File: src/rtl/mux_scan_pkg.sv
// Shared types and constants for the five-channel select-tree scanner.
//   state_t   : scan controller states
//   CH_COUNT  : number of channels in the select tree
//   SEL_U..Y  : select codes driven onto s for each channel
//   ch2sel()  : channel index -> select code
package mux_scan_pkg;

    typedef enum logic [1:0] {
        IDLE = 2'd0,
        WAIT = 2'd1,
        HOLD = 2'd2
    } state_t;

    localparam int CH_COUNT = 5;

    localparam logic [2:0] SEL_U = 3'b000;
    localparam logic [2:0] SEL_V = 3'b001;
    localparam logic [2:0] SEL_W = 3'b010;
    localparam logic [2:0] SEL_X = 3'b011;
    localparam logic [2:0] SEL_Y = 3'b100;

    // Unused indices fall back to channel u so 101..111 can never reach s.
    function automatic logic [2:0] ch2sel(input logic [2:0] idx);
        logic [2:0] sel;
        case (idx)
            3'd0:    sel = SEL_U;
            3'd1:    sel = SEL_V;
            3'd2:    sel = SEL_W;
            3'd3:    sel = SEL_X;
            3'd4:    sel = SEL_Y;
            default: sel = SEL_U;
        endcase
        return sel;
    endfunction

endpackage

File: src/rtl/mux_scan_capture_settle_cnt.sv
// Settle-time counter for one channel window.
//   clk    : rising-edge clock
//   rst    : synchronous active-high reset
//   clr_i  : force the count back to zero on the next edge
//   hit_o  : count has reached SETTLE (sampling edge of the window)
module settle_cnt #(
    parameter logic [3:0] SETTLE = 4'd1
) (
    input  logic clk,
    input  logic rst,
    input  logic clr_i,
    output logic hit_o
);

    logic [3:0] cnt_q;
    logic [3:0] cnt_d;

    always_comb begin
        cnt_d = clr_i ? 4'd0 : cnt_q + 4'd1;
    end

    always_ff @(posedge clk) begin
        if (rst) begin
            cnt_q <= 4'd0;
        end else begin
            cnt_q <= cnt_d;
        end
    end

    assign hit_o = (cnt_q == SETTLE);

endmodule

File: src/rtl/mux_scan_capture.sv
// Scans the five-input select tree one channel at a time, samples m after a
// settle window per channel and hands the assembled word downstream.
//   clk      : rising-edge clock
//   rst      : synchronous active-high reset
//   start_i  : scan request (accepted in IDLE, or in HOLD on a transfer)
//   m_i      : select-tree output under scan
//   s_o      : registered select code
//   data_o   : captured word, bit4 = channel 0 ... bit0 = channel 4
//   valid_o  : data_o complete and stable
//   ready_i  : downstream accepts when valid_o & ready_i
//   busy_o   : high from scan start until the word is handed off
//
// state | meaning
// IDLE  | no scan in progress, s parked at channel u
// WAIT  | settling / sampling the current channel
// HOLD  | word presented, waiting for the downstream transfer
module mux_scan_capture
    import mux_scan_pkg::*;
#(
    parameter int unsigned SETTLE = 1
) (
    input  logic       clk,
    input  logic       rst,
    input  logic       start_i,
    input  logic       m_i,
    output logic [2:0] s_o,
    output logic [4:0] data_o,
    output logic       valid_o,
    input  logic       ready_i,
    output logic       busy_o
);

    localparam logic [2:0] LAST_CH = 3'(CH_COUNT - 1);

    state_t     state_q, state_d;
    logic [2:0] ch_q, ch_d;
    logic [2:0] s_q, s_d;
    logic [4:0] shadow_q, shadow_d;
    logic [4:0] data_q, data_d;
    logic       valid_q, valid_d;
    logic       busy_q, busy_d;
    logic       cnt_clr;
    logic       hit;

    // The counter only runs inside WAIT; it restarts for every new channel.
    assign cnt_clr = (state_q != WAIT) || hit;

    settle_cnt #(
        .SETTLE(4'(SETTLE))
    ) u_settle_cnt (
        .clk   (clk),
        .rst   (rst),
        .clr_i (cnt_clr),
        .hit_o (hit)
    );

    always_comb begin
        state_d  = state_q;
        ch_d     = ch_q;
        s_d      = s_q;
        shadow_d = shadow_q;
        data_d   = data_q;
        valid_d  = valid_q;
        busy_d   = busy_q;

        case (state_q)
            IDLE: begin
                s_d    = SEL_U;
                busy_d = 1'b0;
                if (start_i) begin
                    ch_d    = 3'd0;
                    s_d     = ch2sel(3'd0);
                    busy_d  = 1'b1;
                    state_d = WAIT;
                end
            end
            WAIT: begin
                if (hit) begin
                    shadow_d[LAST_CH - ch_q] = m_i;
                    if (ch_q == LAST_CH) begin
                        // Last sample goes straight into the word; the shadow
                        // copy of bit0 would only be visible one cycle later.
                        data_d  = {shadow_q[4:1], m_i};
                        valid_d = 1'b1;
                        state_d = HOLD;
                    end else begin
                        ch_d = ch_q + 3'd1;
                        s_d  = ch2sel(ch_q + 3'd1);
                    end
                end
            end
            HOLD: begin
                if (valid_q && ready_i) begin
                    valid_d = 1'b0;
                    if (start_i) begin
                        ch_d    = 3'd0;
                        s_d     = ch2sel(3'd0);
                        state_d = WAIT;
                    end else begin
                        s_d     = SEL_U;
                        busy_d  = 1'b0;
                        state_d = IDLE;
                    end
                end
            end
            default: begin
                state_d = IDLE;
            end
        endcase
    end

    always_ff @(posedge clk) begin
        if (rst) begin
            state_q  <= IDLE;
            ch_q     <= 3'd0;
            s_q      <= SEL_U;
            shadow_q <= 5'd0;
            data_q   <= 5'd0;
            valid_q  <= 1'b0;
            busy_q   <= 1'b0;
        end else begin
            state_q  <= state_d;
            ch_q     <= ch_d;
            s_q      <= s_d;
            shadow_q <= shadow_d;
            data_q   <= data_d;
            valid_q  <= valid_d;
            busy_q   <= busy_d;
        end
    end

    assign s_o     = s_q;
    assign data_o  = data_q;
    assign valid_o = valid_q;
    assign busy_o  = busy_q;

endmodule

File: config.mk
export PLATFORM = sky130hd
export DESIGN_NAME = mux_scan_capture
export DESIGN_NICKNAME = d
export VERILOG_FILES = /design/src/rtl/mux_scan_pkg.sv /design/src/rtl/mux_scan_capture_settle_cnt.sv /design/src/rtl/mux_scan_capture.sv
export SDC_FILE = /design/constraint.sdc
export NUM_CORES = 1
export LEC_CHECK = 0
export ABC_AREA = 1
export CORE_MARGIN = 5
export CORE_UTILIZATION = 48
export DETAILED_ROUTE_END_ITERATION = 10
export GPL_TIMING_DRIVEN = 1
export PLACE_DENSITY = 0.83
export SYNTH_ARGS = -nofsm -noshare
export SYNTH_HDL_FRONTEND = slang
export SYNTH_SLANG_ARGS = --single-unit
File: constraint.sdc
create_clock -name clk -period 1.79 [get_ports clk]
set_input_delay 0.179 -clock clk [delete_from_list [all_inputs] [get_ports clk]]
set_output_delay 0.179 -clock clk [all_outputs]
set_load 0.03 [all_outputs]
==> results of run 1 <==
-- flip-flops by register name, summed over array words and instances, names as in the netlist --
name and cells:
state_q 2, s_o 3, ch_q 3, valid_o 1, data_o 5, busy_o 1, u_settle_cnt.cnt_q 4, shadow_q 4
-- worst reg2reg max path, delay by kind of cell (launching register included) --
family / cells / cell delay (ns)
AND/OR/NAND/NOR: 6 / 0.38
adder cells (fa/ha/maj): 2 / 0.42
AO/OA/AOI/OAI: 1 / 0.18
flip-flops: 1 / 0.39
buffers and inverters: 2 / 0.17
-- power by group through the flow --
stage,logic [mW],registers (mW),clock network [mW]
after floorplan,0.0661,0.553,0
after global placement,0.110,0.545,0
after detailed placement,0.114,0.546,0
after CTS,0.114,0.534,0.246
after global routing,0.128,0.534,0.268
final,0.114,0.533,0.239
-- cells in the mapped netlist (2+ instances only) --
library cell	n
inv_1	13
ha_1	9
o21ai_0	8
nand4_1	2
dfxtp_1	23
xnor2_1	2
a21oi_1	10
o211ai_1	2
nand2_2	3
nor2_1	24
nor3_1	2
nand2_1	24
nand3_1	13
-- per-layer routing --
| metal | vias up | part of all wire [%] | GRT usage (%) |
|---|---|---|---|
| met2 | 13 | 50 | 25.52 |
| met5 | - | 0 | 0 |
| li1 | 514 | - | - |
| met1 | 461 | 44 | 15.55 |
| met3 | 8 | 3.4 | 3.509 |
| met4 | 0 | 2.8 | 7.616 |
-- stage by stage --
step | instances | power, mW | utilization, %
2_1_floorplan | 147 | 0.6194 | -
3_3_place_gp | 191 | 0.6553 | 58.94
3_5_place_dp | 191 | 0.6595 | 58.94
4_1_cts | 195 | 0.8943 | 60.11
5_1_grt | 195 | 0.9303 | 60.39
6_report | 195 | 0.8861 | 60.39
-- cell type report --
type	count	area share [%]
Clock buffer	4	1.948
Sequential cell	23	34.42
Tap cell	28	2.597
Timing Repair Buffer	18	12.62
Multi-Input combinational cell	107	44.25
Inverter	15	4.174
-- kinds of logic (layout without fill, tap and decap cells) --
logic type / Yosys count / after routing / share of synthesized area [%]
buffers and inverters: 17 / 37 / 6.333
AND/OR/NAND/NOR: 73 / 73 / 29.11
AO/OA/AOI/OAI: 22 / 22 / 11.33
adder cells (fa/ha/maj): 9 / 9 / 10.00
flip-flops: 23 / 23 / 40.89
XOR/XNOR: 3 / 3 / 2.334
-- worst max path at each step --
stage,startpoint,endpoint,slack (ns)
finish,ch_q[1],s_o[1],0.17
global route,ch_q[1],s_o[1],0.03
CTS,ch_q[1],s_o[1],0.06
detailed placement,ch_q[1],s_o[1],0.08
global placement,ch_q[1],s_o[1],0.18
floorplan,ch_q[0],s_o[1],0.08
-- cells in the final DEF, fill, tap and decap left out, types with 4 or more instances in the layout --
master            n
nor2_1           24
nand2_1          24
dfxtp_1          22
clkdlybuf4s50_1  14
inv_1            13
nand3_1          13
a21oi_1          10
o21ai_0           8
ha_1              8
buf_4             4
==> results.sh, run 1 <==
export IMPL_p_leak_nw=0.5392
export IMPL_vias=996
export IMPL_multi_input_area_um2=596.8
export IMPL_syn_to_final_growth_pct=19.78
export IMPL_io_pins=15
export IMPL_worstSetupPathDepth=11
export IMPL_dpl_cell_area_um2=1316
export IMPL_yosysTopAreaCell="dfxtp_1"
export IMPL_drt_iter0_markers=28
export IMPL_drv_slew=0
export IMPL_timing_critical_path_mode_cell="nand2_1"
export IMPL_synth_edf_count=0
export IMPL_p_per_area_nw_per_um2=657.0
export IMPL_power_switching_share_pct=26.28
export IMPL_num_rows=17
export IMPL_cellInternalPower_uw=653.2
export IMPL_switchingPower_uw=232.9
export IMPL_maxCapViolations=0
export IMPL_grt_pass1_wl_mm=3.788
export IMPL_ys_warnings_count=0
export IMPL_syn_inst=147
export IMPL_hold_end="shadow_q[2]"
export IMPL_critical_path_reg2reg_startpoint="ch_q[1]"
export IMPL_worstMarginPinSlew_ns=0.3250
export IMPL_period_needed_ns=1.625
export IMPL_ys_flop_type="dfxtp_1"
export IMPL_drt_total_wl_mm=2.229
export IMPL_p_comb_share_pct=12.9
export IMPL_numCtsBuffers=3
export IMPL_drive_gt1_share_pct=10.78
export IMPL_netlist_area_um2=1126
export IMPL_antenna_found_initial=0
export IMPL_place_ws_ns=0.08372
export IMPL_cp_arrival_ns=1.85
export IMPL_cts_root_buf="clkbuf_4"
export IMPL_final_hold_viol_count=0
export IMPL_hpwl_mm=1.776
export IMPL_dieArea_um2=3415
export IMPL_antenna_cells=0
export IMPL_final_area_um2=1349
export IMPL_tritoncts="built"
export IMPL_fin_ws_ns=0.1655
export IMPL_first_global_vias=952
export IMPL_max_freq_mhz=615.6
export IMPL_design_core_area_um2=2233
export IMPL_yosysTopAreaCellShare_pct=40.89
export IMPL_ff2ff_setup_slack_ns=0.17
export IMPL_grtUsageTotal_pct=14.36
export IMPL_start_kind="flop"
export IMPL_drc_errors=0
export IMPL_grt_setup_unrepaired="no"
export IMPL_cts_sinks=23
export IMPL_wl_per_cell_um=11.43
export IMPL_timing_hold_ws_ns=0.4742
export IMPL_reg2reg_depth=11
export IMPL_syn_mean_instance_area_um2=7.660
export IMPL_crit_family="adder cells"
export IMPL_start_util_pct=50.42
export IMPL_hold_path_depth=2
export IMPL_die_h_um=58.44
export IMPL_htree_levels=1
export IMPL_portBuffers=14
export IMPL_pwr_share_clk_pct=27.0
export IMPL_via_per_inst=5.108
export IMPL_clkTransAtPathRegs_ns=0.12
export IMPL_synthArstFlopShare_pct=0
export IMPL_hold_path_startpoint="shadow_q[2]"
export IMPL_synthDistinctLibCells=25
export IMPL_seq_area_um2=464.2
export IMPL_required_ns=2.01
export IMPL_setup_viol=0
export IMPL_crit_chain="inv_1 > ha_1 > ha_2 > nand2_1 > nand2_1 > a21oi_4 > nand2_2 > inv_1 > nand2_1 > nand2_1 > nor2_1"
export IMPL_ctsResizeCount=0
export IMPL_ys_seq_area_share_pct=40.89
export IMPL_crit_path_end_kind="flop"
export IMPL_r2r_end="s_o[1]"
export IMPL_fill_cells=213
export IMPL_outcome="completed"
export IMPL_critical_path_max_stage_delay_ns=0.39
export IMPL_clockBufferDepth=2
export IMPL_drt_first_pass_iters=4
export IMPL_tns_ns=0
export IMPL_critPathKind="reg2reg"
export IMPL_post_cts_setup_buffer_count=0
export IMPL_die_w_um=58.44
export IMPL_slew_headroom_pct=78.27
export IMPL_synth_nets=161
export IMPL_postRouteAntennaNets=0
export IMPL_gp_congestion=0.8817
export IMPL_pwr_share_seq_pct=60.1
export IMPL_clock_latency_ns=0.31
export IMPL_gr_total_overflow=0
export IMPL_synthTopCellsByArea="dfxtp_1 (41%), ha_1 (10%), nand2_1 (8.0%), nor2_1 (8.0%), nand3_1 (5.8%)"
export IMPL_critPathBufInv=2
export IMPL_hold_path_class="reg2reg"
export IMPL_grt_max_degree=13
export IMPL_hold_buffers=0
export IMPL_ys_ff_latch=23
export IMPL_post_route_period_util_pct=90.76
export IMPL_nets=182
export IMPL_ir_worst_vdd_mv=0.4785
export IMPL_critical_path_peak_fanout=6
export IMPL_cp_slowest_cell="dfxtp_4"
export IMPL_skew_ns=0.0004624
Note: power is estimated with default switching activity, not from simulation.
==> run 2: changes to the inputs <==
--- a/config.mk
+++ b/config.mk
@@ -8,8 +8,10 @@
 export ABC_AREA = 1
 export CORE_MARGIN = 5
 export CORE_UTILIZATION = 48
+export CTS_BUF_LIST = sky130_fd_sc_hd__clkbuf_4 sky130_fd_sc_hd__clkbuf_8 sky130_fd_sc_hd__clkbuf_16
 export DETAILED_ROUTE_END_ITERATION = 10
 export GPL_TIMING_DRIVEN = 1
+export MAX_ROUTING_LAYER = met4
 export PLACE_DENSITY = 0.83
 export SYNTH_ARGS = -nofsm -noshare
 export SYNTH_HDL_FRONTEND = slang
==> results.sh, run 2 (same netlist as run 1, synthesis figures left out) <==
export IMPL_ctsResizeCount=0
export IMPL_first_global_vias=952
export IMPL_hold_buffers=0
export IMPL_antenna_cells=0
export IMPL_power_switching_share_pct=25.84
export IMPL_critPathBufInv=2
export IMPL_gp_congestion=0.8964
export IMPL_cp_arrival_ns=1.86
export IMPL_critical_path_reg2reg_startpoint="ch_q[1]"
export IMPL_critical_path_peak_fanout=6
export IMPL_gr_total_overflow=0
export IMPL_r2r_end="s_o[1]"
export IMPL_worstSetupPathDepth=11
export IMPL_grt_setup_unrepaired="no"
export IMPL_crit_path_end_kind="flop"
export IMPL_maxCapViolations=0
export IMPL_worstMarginPinSlew_ns=0.3242
export IMPL_hold_path_class="reg2reg"
export IMPL_critPathKind="reg2reg"
export IMPL_vias=1006
export IMPL_cts_sinks=23
export IMPL_largest_reg_flops=5
export IMPL_p_per_area_nw_per_um2=666.3
export IMPL_clockBufferDepth=2
export IMPL_pwr_share_seq_pct=59.1
export IMPL_numCtsBuffers=3
export IMPL_design_core_area_um2=2233
export IMPL_power_uw=901.2
export IMPL_cts_root_buf="clkbuf_4"
export IMPL_pwr_share_clk_pct=28.1
export IMPL_dpl_cell_count=191
export IMPL_start_util_pct=50.42
export IMPL_antenna_found_initial=0
export IMPL_grt_pass1_wl_mm=3.801
export IMPL_postRouteAntennaNets=0
export IMPL_start_kind="flop"
export IMPL_hpwl_mm=1.776
export IMPL_cellInternalPower_uw=668.4
export IMPL_required_ns=2.02
export IMPL_via_per_inst=5.159
export IMPL_clock_latency_ns=0.31
export IMPL_wl_per_cell_um=11.53
export IMPL_crit_family="adder cells"
export IMPL_drc_errors=0
export IMPL_ff2ff_setup_slack_ns=0.15
export IMPL_ir_worst_vdd_mv=0.4552
export IMPL_crit_chain="inv_1 > ha_1 > ha_2 > nand2_1 > nand2_1 > a21oi_4 > nand2_2 > inv_1 > nand2_1 > nand2_1 > nor2_1"
export IMPL_tritoncts="built"
export IMPL_io_pins=15
export IMPL_drt_first_pass_iters=4
export IMPL_p_comb_share_pct=12.8
export IMPL_htree_levels=1
export IMPL_nets=182
export IMPL_slew_headroom_pct=78.32
export IMPL_final_cells=195
export IMPL_die_w_um=58.44
export IMPL_cp_slowest_cell="dfxtp_4"
export IMPL_clkTransAtPathRegs_ns=0.12
export IMPL_syn_to_final_growth_pct=20.11
export IMPL_p_leak_nw=0.5427
export IMPL_outcome="completed"
export IMPL_drive_gt1_share_pct=11.38
export IMPL_dieArea_um2=3415
export IMPL_timing_critical_path_mode_cell="nand2_1"
export IMPL_endpoint="s_o[1]"
export IMPL_mostFrequentLayoutCells="nor2_1 (24), nand2_1 (24), dfxtp_1 (22)"
export IMPL_final_hold_viol_count=0
export IMPL_reg2reg_depth=11
export IMPL_portBuffers=14
export IMPL_post_route_period_util_pct=91.39
export IMPL_drt_total_wl_mm=2.249
export IMPL_critical_path_max_stage_delay_ns=0.39
export IMPL_setup_viol=0
export IMPL_drt_iter0_markers=26
export IMPL_grt_max_degree=13
export IMPL_max_freq_mhz=611.3
export IMPL_tns_ns=0
export IMPL_switchingPower_uw=232.8
export IMPL_period_needed_ns=1.636
export IMPL_die_h_um=58.44
export IMPL_crit_start="ch_q[1]"
export IMPL_grtUsageTotal_pct=14.83
export IMPL_num_rows=17
export IMPL_post_cts_setup_buffer_count=0
export IMPL_drv_slew=0
export IMPL_skew_ns=0.002565
## run 2: layout make-up
class	instances	area, um^2
clock buffer	4	30.03
multi-input combinational	107	596.8
inverter	15	56.30
fill	211	880.8
tap	28	35.03
timing repair buffer	18	170.2
sequential	23	464.2
## run 2: power by group through the flow
stage               Combinational (mW)  Sequential [mW]  Clock, mW
floorplan                       0.0661            0.553          0
global placement                 0.110            0.545          0
detailed placement               0.114            0.546          0
CTS                              0.114            0.534      0.261
global route                     0.128            0.534      0.283
finish                           0.115            0.533      0.253
## run 2: worst min path at each step
stage	startpoint	end	slack, ns	cells after the start
after floorplan	m_i	shadow_q[1]	0.32	2
final	shadow_q[2]	shadow_q[2]	0.47	2
after global placement	u_settle_cnt.cnt_q[0]	u_settle_cnt.cnt_q[0]	0.45	1
after CTS	shadow_q[3]	shadow_q[3]	0.48	2
after detailed placement	u_settle_cnt.cnt_q[0]	u_settle_cnt.cnt_q[0]	0.46	1
after global routing	shadow_q[3]	shadow_q[3]	0.49	2
## run 2: metrics by stage
| step | util [%] | instance area [um^2] | hold slack [ns] | worst slack, ns |
|---|---|---|---|---|
| 6_report | 60.56 | 1353 | 0.4742 | 0.1541 |
| 3_3_place_gp | 58.94 | 1316 | 0.4468 | 0.1789 |
| 2_1_floorplan | - | 1126 | 0.3211 | 0.07580 |
| 3_5_place_dp | 58.94 | 1316 | 0.4579 | 0.08372 |
| 4_1_cts | 60.28 | 1346 | 0.4771 | 0.05955 |
| 5_1_grt | 60.56 | 1353 | 0.4925 | 0.02715 |
## run 2: routing by layer
metal,up-vias,share of wire (%),GRT usage [%]
met5,-,0,-
met1,460,43,15.68
met4,0,3.0,7.616
li1,515,-,-
met3,9,4.0,3.509
met2,22,49,25.52
## run 2: worst min-delay path, cell delays in order, from the launching register on
cell and delay [ns]:
dfxtp_1 0.33, nand2_1 0.06, a21oi_1 0.05
==> run 3: changes to the inputs <==
--- a/config.mk
+++ b/config.mk
@@ -7,10 +7,10 @@
 export LEC_CHECK = 0
 export ABC_AREA = 1
 export CORE_MARGIN = 5
-export CORE_UTILIZATION = 48
+export CORE_UTILIZATION = 50
 export CTS_BUF_LIST = sky130_fd_sc_hd__clkbuf_4 sky130_fd_sc_hd__clkbuf_8 sky130_fd_sc_hd__clkbuf_16
 export DETAILED_ROUTE_END_ITERATION = 10
-export GPL_TIMING_DRIVEN = 1
+export GPL_TIMING_DRIVEN = 0
 export MAX_ROUTING_LAYER = met4
 export PLACE_DENSITY = 0.83
 export SYNTH_ARGS = -nofsm -noshare
==> constraint.sdc (replaced) <==
create_clock -name clk -period 1.9 [get_ports clk]
set_input_delay 0.19 -clock clk [delete_from_list [all_inputs] [get_ports clk]]
set_output_delay 0.19 -clock clk [all_outputs]
set_load 0.03 [all_outputs]
==> results.sh, run 3 (same netlist as run 1, synthesis figures left out) <==
export IMPL_first_global_vias=925
export IMPL_cts_sinks=23
export IMPL_final_area_um2=1365
export IMPL_required_ns=2.13
export IMPL_gp_congestion=0.7753
export IMPL_maxCapViolations=0
export IMPL_period_needed_ns=1.797
export IMPL_largest_reg_flops=5
export IMPL_timing_critical_path_mode_cell="nand2_1"
export IMPL_grt_pass1_wl_mm=3.981
export IMPL_clkTransAtPathRegs_ns=0.12
export IMPL_grtUsageTotal_pct=15.72
export IMPL_power_switching_share_pct=26.35
export IMPL_final_core_util_pct=62.31
export IMPL_start_util_pct=51.40
export IMPL_slew_headroom_pct=67.97
export IMPL_grt_setup_unrepaired="no"
export IMPL_pwr_share_seq_pct=58.8
export IMPL_nets=184
export IMPL_wl_per_cell_um=12.00
export IMPL_numCtsBuffers=3
export IMPL_drt_iter0_markers=23
export IMPL_p_leak_nw=0.5517
export IMPL_start_kind="flop"
export IMPL_dpl_cell_count=189
export IMPL_hold_buffers=0
export IMPL_p_comb_share_pct=12.8
export IMPL_postRouteAntennaNets=0
export IMPL_cp_arrival_ns=2.03
export IMPL_mostFrequentLayoutCells="nor2_1 (24), nand2_1 (24), dfxtp_1 (22)"
export IMPL_critical_path_max_stage_delay_ns=0.40
export IMPL_die_w_um=57.46
export IMPL_setup_viol=0
export IMPL_fin_ws_ns=0.1027
export IMPL_multi_input_area_um2=594.3
export IMPL_vias=994
export IMPL_drive_gt1_share_pct=11.24
export IMPL_critical_path_peak_fanout=7
export IMPL_post_route_period_util_pct=94.59
export IMPL_crit_chain="inv_1 > ha_1 > ha_1 > nand2_1 > nand2_1 > a21oi_4 > nand2_2 > inv_1 > nand2_1 > nand2_1 > nor2_1"
export IMPL_grt_met3_usage_pct=2.262
export IMPL_drt_first_pass_iters=4
export IMPL_antenna_found_initial=0
export IMPL_power_uw=855.9
export IMPL_num_rows=17
export IMPL_htree_levels=1
export IMPL_critPathKind="reg2reg"
export IMPL_design_core_area_um2=2191
export IMPL_outcome="completed"
export IMPL_p_per_area_nw_per_um2=627.0
export IMPL_tritoncts="built"
export IMPL_drc_errors=0
export IMPL_place_ws_ns=-0.09908
export IMPL_crit_path_end_kind="flop"
export IMPL_seq_area_um2=464.2
export IMPL_final_hold_viol_count=0
export IMPL_cellInternalPower_uw=630.4
export IMPL_hold_path_class="reg2reg"
export IMPL_syn_to_final_growth_pct=21.22
export IMPL_cts_root_buf="clkbuf_4"
export IMPL_worstMarginPinSlew_ns=0.4805
export IMPL_clock_latency_ns=0.31
export IMPL_drv_slew=0
export IMPL_fill_cells=189
export IMPL_met2_usage_pct=27.26
export IMPL_skew_ns=0.003156
export IMPL_pwr_share_clk_pct=28.4
export IMPL_final_cells=197
export IMPL_via_per_inst=5.046
export IMPL_hpwl_mm=1.683
export IMPL_dieArea_um2=3301
export IMPL_dpl_cell_area_um2=1301
export IMPL_grt_max_degree=13
export IMPL_switchingPower_uw=225.5
export IMPL_ir_worst_vdd_mv=0.4578
export IMPL_busiest_layer="met2"
export IMPL_clockBufferDepth=2
export IMPL_use_met1_pct=18.11
export IMPL_cp_slowest_cell="dfxtp_4"
export IMPL_die_h_um=57.46
export IMPL_drt_total_wl_mm=2.364
export IMPL_gr_total_overflow=0
export IMPL_io_pins=15
export IMPL_portBuffers=14
export IMPL_max_freq_mhz=556.4
export IMPL_antenna_cells=0
run 3: power groups by stage:
stage          Combinational, mW  Sequential [mW]  Clock, mW
3_3_place_gp              0.0995            0.514          0
4_1_cts                    0.104            0.505      0.243
3_5_place_dp               0.103            0.516          0
5_1_grt                    0.120            0.506      0.277
2_1_floorplan             0.0622            0.521          0
6_report                   0.109            0.503      0.243
run 3: metal layers:
| layer | wire [um] | share of wire (%) |
|---|---|---|
| met5 | 0 | 0 |
| met4 | 63 | 2.7 |
| met3 | 73 | 3.1 |
| met2 | 1169 | 49 |
| met1 | 1056 | 45 |
run 3: area by class of cell:
| cell class | instances | area share [%] |
|---|---|---|
| Inverter | 15 | 4.125 |
| Buffer | 2 | 1.100 |
| Timing Repair Buffer | 18 | 12.47 |
| Sequential cell | 23 | 34.01 |
| Tap cell | 28 | 2.566 |
| Clock buffer | 4 | 2.200 |
| Multi-Input combinational cell | 107 | 43.54 |
run 3: timing repair:
item / 4_1_cts / 5_1_grt
setup buffers: 0 / 4
pin swaps: 0 / 0
gates resized for setup: 1 / 1
endpoints found under the setup margin: 9 / 4
run 3: path summary, 6_finish.rpt:
check / startpoint / to / slack [ns] / cells after the start
max: ch_q[0] / s_o[1] / 0.10 / 11
max reg2reg: ch_q[0] / s_o[1] / 0.10 / 11
min reg2reg: s_o[2] / s_o[2] / 0.47 / 2
min: s_o[2] / s_o[2] / 0.47 / 2
run 3: stage by stage:
stage	hold WS (ns)	TNS [ns]
floorplan	0.3321	0
global placement	0.4485	-0.01609
detailed placement	0.4546	-0.1615
CTS	0.4720	0
global route	0.4917	0
finish	0.4713	0
run 3: worst max-delay path, delay by kind of cell (launching register included):
kind	cells	cell delay (ns)
AND/OR/NAND/NOR	6	0.41
AO/OA/AOI/OAI	1	0.22
buffers and inverters	2	0.21
flip-flops	1	0.40
adder cells (fa/ha/maj)	2	0.47
